===== src/rtl/writeback_stage_pkg.sv =====
// Shared encodings and widths for the writeback stage: write-back source
// select, load funct3 codes, and the load alignment helper.
package writeback_stage_pkg;

  localparam int XLEN   = 64;
  localparam int REG_AW = 5;
  localparam int CNT_W  = 32;

  typedef enum logic [1:0] {
    WB_ALU = 2'b00,
    WB_MEM = 2'b01,
    WB_PC4 = 2'b10,
    WB_RSV = 2'b11
  } wb_sel_e;

  typedef enum logic [2:0] {
    F3_LB  = 3'b000,
    F3_LH  = 3'b001,
    F3_LW  = 3'b010,
    F3_LD  = 3'b011,
    F3_LBU = 3'b100,
    F3_LHU = 3'b101,
    F3_LWU = 3'b110,
    F3_RSV = 3'b111
  } ld_f3_e;

  // The reserved encoding behaves like ld, so it needs full doubleword alignment.
  function automatic logic ld_misaligned(ld_f3_e f3, logic [2:0] addr_lo);
    case (f3)
      F3_LB, F3_LBU: ld_misaligned = 1'b0;
      F3_LH, F3_LHU: ld_misaligned = addr_lo[0];
      F3_LW, F3_LWU: ld_misaligned = |addr_lo[1:0];
      default:       ld_misaligned = |addr_lo;
    endcase
  endfunction

endpackage


===== src/rtl/writeback_stage_if.sv =====
// MEM->WB input bundle and register-file write / forwarding outputs.
// master = MEM stage + register file side, slave = writeback stage.
interface writeback_stage_if #(
  parameter int XLEN   = 64,
  parameter int REG_AW = 5,
  parameter int CNT_W  = 32
);
  logic              in_valid;
  logic              stall;
  logic              flush;
  logic [XLEN-1:0]   alu_result;
  logic [XLEN-1:0]   mem_rdata;
  logic [XLEN-1:0]   pc_plus4;
  logic [REG_AW-1:0] rd_in;
  logic              reg_write_in;
  logic [1:0]        wb_sel;
  logic [2:0]        load_funct3;
  logic [2:0]        addr_lo;

  logic              RegWrite;
  logic [REG_AW-1:0] RD;
  logic [XLEN-1:0]   WriteData;
  logic              fwd_valid;
  logic [REG_AW-1:0] fwd_rd;
  logic [XLEN-1:0]   fwd_data;
  logic              load_misaligned;
  logic [CNT_W-1:0]  retire_count;

  modport master (
    output in_valid, stall, flush, alu_result, mem_rdata, pc_plus4,
           rd_in, reg_write_in, wb_sel, load_funct3, addr_lo,
    input  RegWrite, RD, WriteData, fwd_valid, fwd_rd, fwd_data,
           load_misaligned, retire_count
  );

  modport slave (
    input  in_valid, stall, flush, alu_result, mem_rdata, pc_plus4,
           rd_in, reg_write_in, wb_sel, load_funct3, addr_lo,
    output RegWrite, RD, WriteData, fwd_valid, fwd_rd, fwd_data,
           load_misaligned, retire_count
  );
endinterface


===== src/rtl/writeback_stage_load_extract.sv =====
// Combinational load extraction: picks the addressed byte/half/word/dword
// out of the aligned doubleword and sign- or zero-extends it.
module load_extract
  import writeback_stage_pkg::*;
#(
  parameter int XLEN = writeback_stage_pkg::XLEN
) (
  input  logic [XLEN-1:0] mem_rdata_i,
  input  logic [2:0]      load_funct3_i,
  input  logic [2:0]      addr_lo_i,
  output logic [XLEN-1:0] data_o,
  output logic            misaligned_o
);

  ld_f3_e      f3;
  logic [7:0]  byte_v;
  logic [15:0] half_v;
  logic [31:0] word_v;

  assign f3 = ld_f3_e'(load_funct3_i);

  // Half/word lanes index by the upper address bits only, so a misaligned
  // access still reads its naturally aligned container.
  always_comb begin
    byte_v = mem_rdata_i[{addr_lo_i, 3'b000} +: 8];
    half_v = mem_rdata_i[{addr_lo_i[2:1], 4'b0000} +: 16];
    word_v = mem_rdata_i[{addr_lo_i[2], 5'b00000} +: 32];
  end

  always_comb begin
    data_o = mem_rdata_i;
    case (f3)
      F3_LB:   data_o = {{(XLEN-8){byte_v[7]}}, byte_v};
      F3_LBU:  data_o = {{(XLEN-8){1'b0}}, byte_v};
      F3_LH:   data_o = {{(XLEN-16){half_v[15]}}, half_v};
      F3_LHU:  data_o = {{(XLEN-16){1'b0}}, half_v};
      F3_LW:   data_o = {{(XLEN-32){word_v[31]}}, word_v};
      F3_LWU:  data_o = {{(XLEN-32){1'b0}}, word_v};
      default: data_o = mem_rdata_i;
    endcase
  end

  assign misaligned_o = ld_misaligned(f3, addr_lo_i);

endmodule


===== src/rtl/writeback_stage.sv =====
// MEM/WB pipeline register with writeback select. Outputs come straight from
// posedge flops so the register file sees them stable across its negedge write.
module writeback_stage
  import writeback_stage_pkg::*;
#(
  parameter int XLEN   = writeback_stage_pkg::XLEN,
  parameter int REG_AW = writeback_stage_pkg::REG_AW,
  parameter int CNT_W  = writeback_stage_pkg::CNT_W
) (
  input  logic             clk,
  input  logic             reset,
  writeback_stage_if.slave wb
);

  typedef struct packed {
    logic              valid;
    logic              reg_write;
    logic              misaligned;
    logic [REG_AW-1:0] rd;
    logic [XLEN-1:0]   data;
  } wb_entry_t;

  wb_entry_t        ent_q, ent_d;
  logic [CNT_W-1:0] cnt_q, cnt_d;
  logic [XLEN-1:0]  ld_data;
  logic             ld_mis;
  logic [XLEN-1:0]  sel_data;

  load_extract #(.XLEN(XLEN)) u_load_extract (
    .mem_rdata_i   (wb.mem_rdata),
    .load_funct3_i (wb.load_funct3),
    .addr_lo_i     (wb.addr_lo),
    .data_o        (ld_data),
    .misaligned_o  (ld_mis)
  );

  always_comb begin
    case (wb_sel_e'(wb.wb_sel))
      WB_MEM:  sel_data = ld_data;
      WB_PC4:  sel_data = wb.pc_plus4;
      default: sel_data = wb.alu_result;
    endcase
  end

  // Flush only kills the qualifiers; rd/data are don't-care once valid drops.
  always_comb begin
    ent_d = ent_q;
    cnt_d = cnt_q;
    if (wb.flush) begin
      ent_d.valid      = 1'b0;
      ent_d.reg_write  = 1'b0;
      ent_d.misaligned = 1'b0;
    end else if (!wb.stall) begin
      ent_d.valid      = wb.in_valid;
      ent_d.reg_write  = wb.reg_write_in;
      ent_d.rd         = wb.rd_in;
      ent_d.data       = sel_data;
      ent_d.misaligned = wb.in_valid & (wb_sel_e'(wb.wb_sel) == WB_MEM) & ld_mis;
      if (wb.in_valid) cnt_d = cnt_q + CNT_W'(1);
    end
  end

  always_ff @(posedge clk or negedge reset) begin
    if (!reset) begin
      ent_q <= '0;
      cnt_q <= '0;
    end else begin
      ent_q <= ent_d;
      cnt_q <= cnt_d;
    end
  end

  logic we;
  assign we = ent_q.valid & ent_q.reg_write & (|ent_q.rd) & ~ent_q.misaligned;

  assign wb.RegWrite        = we;
  assign wb.RD              = ent_q.rd;
  assign wb.WriteData       = ent_q.data;
  assign wb.fwd_valid       = we;
  assign wb.fwd_rd          = ent_q.rd;
  assign wb.fwd_data        = ent_q.data;
  assign wb.load_misaligned = ent_q.misaligned;
  assign wb.retire_count    = cnt_q;

endmodule


===== src/flat_wrapper.sv =====
// flat-port wrapper written by rule: the top's interface ports become plain ports
module writeback_stage_flat import writeback_stage_pkg::*;
#(
  parameter int XLEN   = writeback_stage_pkg::XLEN,
  parameter int REG_AW = writeback_stage_pkg::REG_AW,
  parameter int CNT_W  = writeback_stage_pkg::CNT_W
)
  (clk, reset, wb_in_valid, wb_stall, wb_flush, wb_alu_result, wb_mem_rdata, wb_pc_plus4, wb_rd_in, wb_reg_write_in, wb_wb_sel, wb_load_funct3, wb_addr_lo, wb_RegWrite, wb_RD, wb_WriteData, wb_fwd_valid, wb_fwd_rd, wb_fwd_data, wb_load_misaligned, wb_retire_count);
  writeback_stage_if #(.XLEN(XLEN), .REG_AW(REG_AW), .CNT_W(CNT_W)) wb_i ();
  input  logic clk;
  input  logic reset;
  input wire logic [$bits(wb_i.in_valid)-1:0] wb_in_valid;
  input wire logic [$bits(wb_i.stall)-1:0] wb_stall;
  input wire logic [$bits(wb_i.flush)-1:0] wb_flush;
  input wire logic [$bits(wb_i.alu_result)-1:0] wb_alu_result;
  input wire logic [$bits(wb_i.mem_rdata)-1:0] wb_mem_rdata;
  input wire logic [$bits(wb_i.pc_plus4)-1:0] wb_pc_plus4;
  input wire logic [$bits(wb_i.rd_in)-1:0] wb_rd_in;
  input wire logic [$bits(wb_i.reg_write_in)-1:0] wb_reg_write_in;
  input wire logic [$bits(wb_i.wb_sel)-1:0] wb_wb_sel;
  input wire logic [$bits(wb_i.load_funct3)-1:0] wb_load_funct3;
  input wire logic [$bits(wb_i.addr_lo)-1:0] wb_addr_lo;
  output wire logic [$bits(wb_i.RegWrite)-1:0] wb_RegWrite;
  output wire logic [$bits(wb_i.RD)-1:0] wb_RD;
  output wire logic [$bits(wb_i.WriteData)-1:0] wb_WriteData;
  output wire logic [$bits(wb_i.fwd_valid)-1:0] wb_fwd_valid;
  output wire logic [$bits(wb_i.fwd_rd)-1:0] wb_fwd_rd;
  output wire logic [$bits(wb_i.fwd_data)-1:0] wb_fwd_data;
  output wire logic [$bits(wb_i.load_misaligned)-1:0] wb_load_misaligned;
  output wire logic [$bits(wb_i.retire_count)-1:0] wb_retire_count;
  assign wb_i.in_valid = wb_in_valid;
  assign wb_i.stall = wb_stall;
  assign wb_i.flush = wb_flush;
  assign wb_i.alu_result = wb_alu_result;
  assign wb_i.mem_rdata = wb_mem_rdata;
  assign wb_i.pc_plus4 = wb_pc_plus4;
  assign wb_i.rd_in = wb_rd_in;
  assign wb_i.reg_write_in = wb_reg_write_in;
  assign wb_i.wb_sel = wb_wb_sel;
  assign wb_i.load_funct3 = wb_load_funct3;
  assign wb_i.addr_lo = wb_addr_lo;
  assign wb_RegWrite = wb_i.RegWrite;
  assign wb_RD = wb_i.RD;
  assign wb_WriteData = wb_i.WriteData;
  assign wb_fwd_valid = wb_i.fwd_valid;
  assign wb_fwd_rd = wb_i.fwd_rd;
  assign wb_fwd_data = wb_i.fwd_data;
  assign wb_load_misaligned = wb_i.load_misaligned;
  assign wb_retire_count = wb_i.retire_count;
  writeback_stage #(.XLEN(XLEN), .REG_AW(REG_AW), .CNT_W(CNT_W)) u_core (.clk(clk), .reset(reset), .wb(wb_i));
endmodule

===== config.mk =====
export PLATFORM = sky130hd
export DESIGN_NAME = writeback_stage_flat
export DESIGN_NICKNAME = d
export VERILOG_FILES = /design/src/rtl/writeback_stage_pkg.sv /design/src/rtl/writeback_stage_if.sv /design/src/rtl/writeback_stage_load_extract.sv /design/src/rtl/writeback_stage.sv /design/src/flat_wrapper.sv
export SDC_FILE = /design/constraint.sdc
export NUM_CORES = 1
export LEC_CHECK = 0
export CELL_PAD_IN_SITES_DETAIL_PLACEMENT = 0
export CELL_PAD_IN_SITES_GLOBAL_PLACEMENT = 1
export CORE_UTILIZATION = 34
export DETAILED_ROUTE_END_ITERATION = 7
export PLACE_DENSITY = 0.89
export SYNTH_ARGS = -nofsm -noshare
export SYNTH_HDL_FRONTEND = slang
export SYNTH_SLANG_ARGS = --single-unit

===== constraint.sdc =====
create_clock -name clk -period 4.2 [get_ports clk]
set_input_delay 1.05 -clock clk [delete_from_list [all_inputs] [get_ports clk]]
set_output_delay 1.05 -clock clk [all_outputs]
set_load 0.01 [all_outputs]

==> impl_metrics.csv, run 1 <==
group,metric,value,unit
outcome,status,"complete, no violations",
cts,cts_sinks,104,
cts,htree_levels,3,
critical_path,criticalPathCategory,"primary input to flip-flop",
place,io_buffers,383,
finish,area_delta_synth_final,38.1,%
route,vias,8478,
cts,cts-root-buf,"clkbuf_16",
critical_path,critPathArrivalTime,3.33,ns
finish,drive_gt1_share,11.2,%
sta,tns,0,ns
cts,clk_latency,0.37,ns
die,start_util,34.6,%
power_and_ir_drop,p_leak,4.54,nW
sta,hold_viol_final,0,
critical_path,cp_cell_sequence,"clkdlybuf4s50_1 -> buf_4 -> mux2i_1 -> nand2_1 -> and3_2 -> o211ai_4 -> buf_4 -> o32ai_2",
cts,cts_buffer_depth,2,
cts,path_clk_slew,0.08,ns
critical_path,cp_slowest_stage_delay,0.57,ns
grt,grt_pass1_vias,8389,
worst_hold_path,hold_class,"flip-flop to flip-flop",
sta,period_share,73.9,%
critical_path,crit_family,"buffers and inverters",
die,rows,58,
sta,fin_ws,1.10,ns
route,wl,35000,um
critical_path,crit_path_end_kind,"flip-flop",
route,ant_nets,0,
power_and_ir_drop,max-vdd-ir-drop,0.000205,V
place,placed_cells,1490,
route,wire_per_inst,23.2,um
die,die_h,162,um
critical_path,setup.worst_path.start_class,"primary input",
sta,worstMarginPinSlew,1.11,ns
synth,yosysUniqueCellTypes,59,
finish,finalInstanceArea,12000,um2
synth,syn_inst,975,
synth,synth_area_leaders,"dfrtp_1 (30%), buf_4 (12%), a21oi_1 (5.7%), o32ai_2 (5.6%), o21ai_0 (4.0%)",
grt,track_usage,26.1,%
finish,fin_nets,1385,
die,dieArea,26300,um2
finish,fillers,2360,
place,preCtsSetupSlack,0.718,ns
sta,fmax,322,MHz
synth,yosysWarnings,0,
cts,cts_buffers,9,
route,drt-pass1-iter-count,5,
synth,netlist_area,8720,um2
critical_path,cp_common_cell,"buf_4",
synth,syn_area_per_cell,8.95,um2
synth,synth_edf_count,0,
cts,cts_resized,0,
synth,synth_ff_type,"dfrtp_1",
critical_path,crit_fanout,32,
synth,async_reset_ff_share,100,%
sta,skew,0.0114,ns
critical_path,crit_buf_inv,3,
place,hpwl,26800,um
synth,synth_top_cell_by_area,"dfrtp_1",
cts,cts_setup_buffers,0,
route,drc,0,
sta,maxSlewHeadroom,26.3,%
grt,grt_max_degree,114,
die,die_x,162,um
synth,synth.net_count,1189,
die,ioPinCount,384,
sta,rsz0062_at_grt,"false",
cts,cts_tree,"done",
place,gp_congestion,0.904,
route,viasPerCell,5.62,
route,dr.first_iter.drc_count,562,
sta,maxSlewViolCount,0,
die,coreArea,25200,um2
cts,postCtsHoldBufs,0,
grt,antenna_found_initial,3,
critical_path,slowest_stage,"clkdlybuf4s50_1",
synth,netlist.area_leader.share,29.8,%
power_and_ir_drop,p_per_area,302,nW/um2
critical_path,worstPathRequired,4.42,ns
synth,synth_seq_area_share,29.8,%
job,maxCapViolCount,0,
grt,overflow,0,
sta,fin_crit,3.10,ns
sta,finalSetupViolCount,0,
finish,final_cells,1509,
grt,grt_pass1_wl,51400,um
synth,synth-seq-cells,104,
place,dpl_cell_area,11700,um2
-- report_power, final --
group / switching (mW) / leakage, nW / internal, mW
combinational: 0.646 / 3.12 / 0.821
clock: 0.464 / 0.147 / 0.427
sequential: 0.142 / 1.28 / 1.13
-- registers in the layout, summed over array words and instances, names as in the netlist --
register                   cells
u_core.ent_q                   2
u_core.wb.load_misaligned      1
u_core.wb.WriteData           64
u_core.wb.retire_count        32
u_core.wb.RD                   5
-- area by class of cell --
cell class / count / area, um2 / share of cell area [%]
antenna: 3 / 7.51 / 0.0623
clock buffer: 9 / 225 / 1.87
clock inverter: 7 / 85.1 / 0.706
inverter: 10 / 37.5 / 0.312
multi-input combinational: 641 / 4680 / 38.9
sequential: 104 / 2600 / 21.6
tap: 330 / 413 / 3.43
timing repair buffer: 405 / 3990 / 33.1
-- final timing paths --
path                       slack [ns]                        from  cells past startpoint                    endpoint
setup / recovery                 1.10               wb_addr_lo[0]                      8     u_core.wb.WriteData[63]
hold / removal                   0.47  u_core.wb.retire_count[31]                      1  u_core.wb.retire_count[31]
setup reg to reg                 2.28   u_core.wb.retire_count[5]                      5  u_core.wb.retire_count[31]
hold reg to reg                  0.47  u_core.wb.retire_count[31]                      1  u_core.wb.retire_count[31]
max in group asynchronous        2.56                       reset                      2     u_core.wb.WriteData[63]
min in group asynchronous        0.76                       reset                      1     u_core.wb.WriteData[17]
-- worst register-to-register path, cell delays in order, from the launching register on --
cell and delay [ns]:
dfrtp_1 0.47, nand4_1 0.27, nor2_1 0.40, nand4_1 0.30, nor3_1 0.26, xor2_1 0.17
-- routing by layer --
| layer | vias to the layer above | part of all wire, % | global-route usage (%) |
|---|---|---|---|
| li1 | 3814 | - | - |
| met1 | 4124 | 38 | 31.5 |
| met2 | 478 | 51 | 46.0 |
| met3 | 62 | 7.9 | 4.65 |
| met4 | 0 | 3.0 | 9.82 |
| met5 | - | 0 | 0 |
-- logic make-up (layout without fill, tap and decap cells) --
| group | Yosys count | count (layout) | share of synthesized area, % |
|---|---|---|---|
| AO/OA/AOI/OAI | 299 | 299 | 25.1 |
| XOR/XNOR | 31 | 31 | 3.11 |
| buffers and inverters | 230 | 431 | 16.8 |
| other | 0 | 3 | 0 |
| AND/OR/NAND/NOR | 246 | 246 | 14.6 |
| flip-flops | 104 | 104 | 29.8 |
| adder cells (fa/ha/maj) | 3 | 3 | 0.430 |
| multiplexers | 62 | 62 | 10.1 |
-- cell usage in the layout (no fill, tap or decap), types with 17 or more instances in the layout --
cell | netlist | layout
xnor2_1 | 20 | 20
dfrtp_1 | 104 | 104
buf_4 | 144 | 23
a21oi_1 | 99 | 99
o21ai_0 | 70 | 70
nor2_1 | 58 | 55
clkdlybuf4s50_1 | 0 | 381
nand3b_1 | 22 | 22
a221oi_1 | 35 | 35
nor2b_1 | 35 | 34
nand2_1 | 56 | 56
mux2i_1 | 17 | 17
mux2_2 | 29 | 29
o32ai_2 | 30 | 30
-- per-stage QoR --
stage / hold WS (ns) / util (%) / total power, mW
final: 0.470 / 47.8 / 3.63
after global routing: 0.501 / 47.8 / 3.81
after CTS: 0.472 / 47.8 / 3.66
after detailed placement: 0.456 / 46.6 / 2.76
after global placement: 0.457 / 46.6 / 2.74
after floorplan: 0.473 / - / 2.16
-- synth_stat cells, types with 16 or more instances --
cell      instances
dfrtp_1         104
o32ai_2          30
nand2_1          56
clkbuf_1         54
o21ai_0          70
nand3b_1         22
nor2_1           58
mux2_2           29
nor2b_1          35
xnor2_1          20
buf_4           144
mux2i_1          17
a21oi_1          99
nand3_1          16
a221oi_1         35
Note: power is estimated with default switching activity, not from simulation.
==> inputs of run 2 (changes only) <==
--- a/config.mk
+++ b/config.mk
@@ -7,9 +7,9 @@
 export LEC_CHECK = 0
 export CELL_PAD_IN_SITES_DETAIL_PLACEMENT = 0
 export CELL_PAD_IN_SITES_GLOBAL_PLACEMENT = 1
-export CORE_UTILIZATION = 34
+export CORE_UTILIZATION = 28
 export DETAILED_ROUTE_END_ITERATION = 7
-export PLACE_DENSITY = 0.89
+export PLACE_DENSITY = 0.78
 export SYNTH_ARGS = -nofsm -noshare
 export SYNTH_HDL_FRONTEND = slang
 export SYNTH_SLANG_ARGS = --single-unit
==> constraint.sdc (replaced) <==
create_clock -name clk -period 2.6 [get_ports clk]
set_input_delay 0.65 -clock clk [delete_from_list [all_inputs] [get_ports clk]]
set_output_delay 0.65 -clock clk [all_outputs]
set_load 0.01 [all_outputs]
==> impl_metrics.csv, run 2 (same netlist as run 1, synthesis figures left out) <==
group,metric,value,unit
outcome,status,"complete, no violations",
route,ant_nets,0,
sta,period_share,95.1,%
grt,track_usage,23.3,%
die,ioPinCount,384,
cts,postCtsHoldBufs,0,
die,rows,64,
job,maxCapViolCount,0,
cts,clk_latency,0.36,ns
die,dieArea,31900,um2
route,drt-pass1-iter-count,4,
critical_path,crit_family,"simple AND/OR/NAND/NOR gates",
power_and_ir_drop,p_leak,4.82,nW
power_and_ir_drop,p_per_area,480,nW/um2
sta,finalSetupViolCount,0,
critical_path,criticalPathCategory,"flip-flop to output port",
critical_path,slowest_stage,"or4_1",
place,hpwl,29500,um
critical_path,crit_fanout,4,
grt,grt_pass1_vias,8400,
route,drc,0,
place,gp_congestion,0.878,
route,dr.first_iter.drc_count,463,
critical_path,cp_slowest_stage_delay,0.55,ns
sta,tns,0,ns
sta,rsz0062_at_grt,"false",
critical_path,cp_cell_sequence,"or4_1 -> nor2_2 -> nor3_1 -> dlygate4sd2_1",
die,start_util,28.5,%
grt,grt_pass1_wl,54000,um
finish,fin_nets,1427,
critical_path,crit_path_end_kind,"output port",
grt,antenna_found_initial,1,
finish,largest_reg_flops,64,
place,io_buffers,383,
finish,final_util,41.2,%
worst_hold_path,hold_class,"primary input to asynchronous set/reset pin",
place,dpl_cell_area,12300,um2
die,die_h,178,um
die,die_x,178,um
critical_path,worstPathRequired,1.95,ns
sta,maxSlewHeadroom,22.7,%
power_and_ir_drop,max-vdd-ir-drop,0.000306,V
cts,cts_buffer_depth,2,
critical_path,critPathArrivalTime,1.82,ns
sta,hold_viol_final,0,
finish,area_delta_synth_final,44.6,%
cts,cts_tree,"done",
finish,finalInstanceArea,12600,um2
sta,whs,0.363,ns
cts,htree_levels,3,
route,wire_per_inst,23.6,um
finish,drive_gt1_share,14.4,%
critical_path,r2r_cells,5,
cts,path_clk_slew,0.09,ns
route,vias,8602,
sta,worstMarginPinSlew,1.16,ns
sta,fmax,404,MHz
grt,overflow,0,
finish,final_common_cell,"clkdlybuf4s50_1",
sta,fin_crit,2.47,ns
cts,cts_sinks,104,
sta,maxSlewViolCount,0,
die,coreArea,30600,um2
sta,skew,0.00664,ns
finish,final_cell_mix,"clkdlybuf4s50_1 (379), dfrtp_1 (104), a21oi_1 (99)",
power_and_ir_drop,p_total,6.05,mW
route,viasPerCell,5.32,
grt,grt_max_degree,105,
critical_path,crit_buf_inv,1,
critical_path,cp_num_cells,4,
cts,cts_buffers,9,
critical_path,setup.worst_path.start_class,"flip-flop",
route,wl,38100,um
cts,cts-root-buf,"clkbuf_16",
## run 2: through the flow
step | std cells | setup WS, ns
3_5_place_dp | 1598 | -0.156
4_1_cts | 1614 | 0.0745
6_report | 1616 | 0.127
5_1_grt | 1614 | 0.0170
3_3_place_gp | 1598 | -0.107
2_1_floorplan | 975 | 0.566
## run 2: path summary, 6_finish.rpt
kind                                                 start                    endpoint  slack [ns]
worst max-delay path                       u_core.wb.RD[0]                wb_fwd_valid        0.13
worst min-delay path                                 reset     u_core.wb.WriteData[16]        0.36
worst max register to register   u_core.wb.retire_count[5]  u_core.wb.retire_count[28]        0.69
worst min register to register  u_core.wb.retire_count[31]  u_core.wb.retire_count[31]        0.48
max in group asynchronous                            reset     u_core.wb.WriteData[63]        1.75
min in group clk                u_core.wb.retire_count[31]  u_core.wb.retire_count[31]        0.48
## run 2: routing by layer
layer | vias to the layer above | wire length [um] | GRT usage (%)
met5 | - | 0 | 0
met4 | 0 | 1090 | 7.80
met3 | 61 | 2890 | 5.48
met2 | 403 | 18700 | 40.0
met1 | 4249 | 15400 | 28.3
li1 | 3889 | - | -
## run 2: final cells by class
| cell class | count | area, um2 |
|---|---|---|
| Clock buffer | 9 | 225 |
| Tap cell | 396 | 495 |
| Fill cell | 3023 | 18000 |
| Timing Repair Buffer | 447 | 4470 |
| Inverter | 10 | 37.5 |
| Clock inverter | 7 | 91.3 |
| Multi-Input combinational cell | 641 | 4690 |
| Sequential cell | 104 | 2600 |
| Antenna cell | 2 | 5.00 |
## run 2: power by group
group	leakage [nW]	switching, mW	internal [mW]
sequential	1.28	0.236	1.83
combinational	3.40	1.08	1.39
clock	0.152	0.809	0.700
total	4.82	2.13	3.92
## run 2: worst register-to-register path, delay by kind of cell (launching register included)
kind	cells	cell delay [ns]
XOR/XNOR	1	0.18
flip-flops	1	0.46
AND/OR/NAND/NOR	4	1.20
## run 2: timing repair
item,in CTS,in global routing
gates resized for setup,3,0
buffers inserted,0,0
setup endpoints to repair,2,0
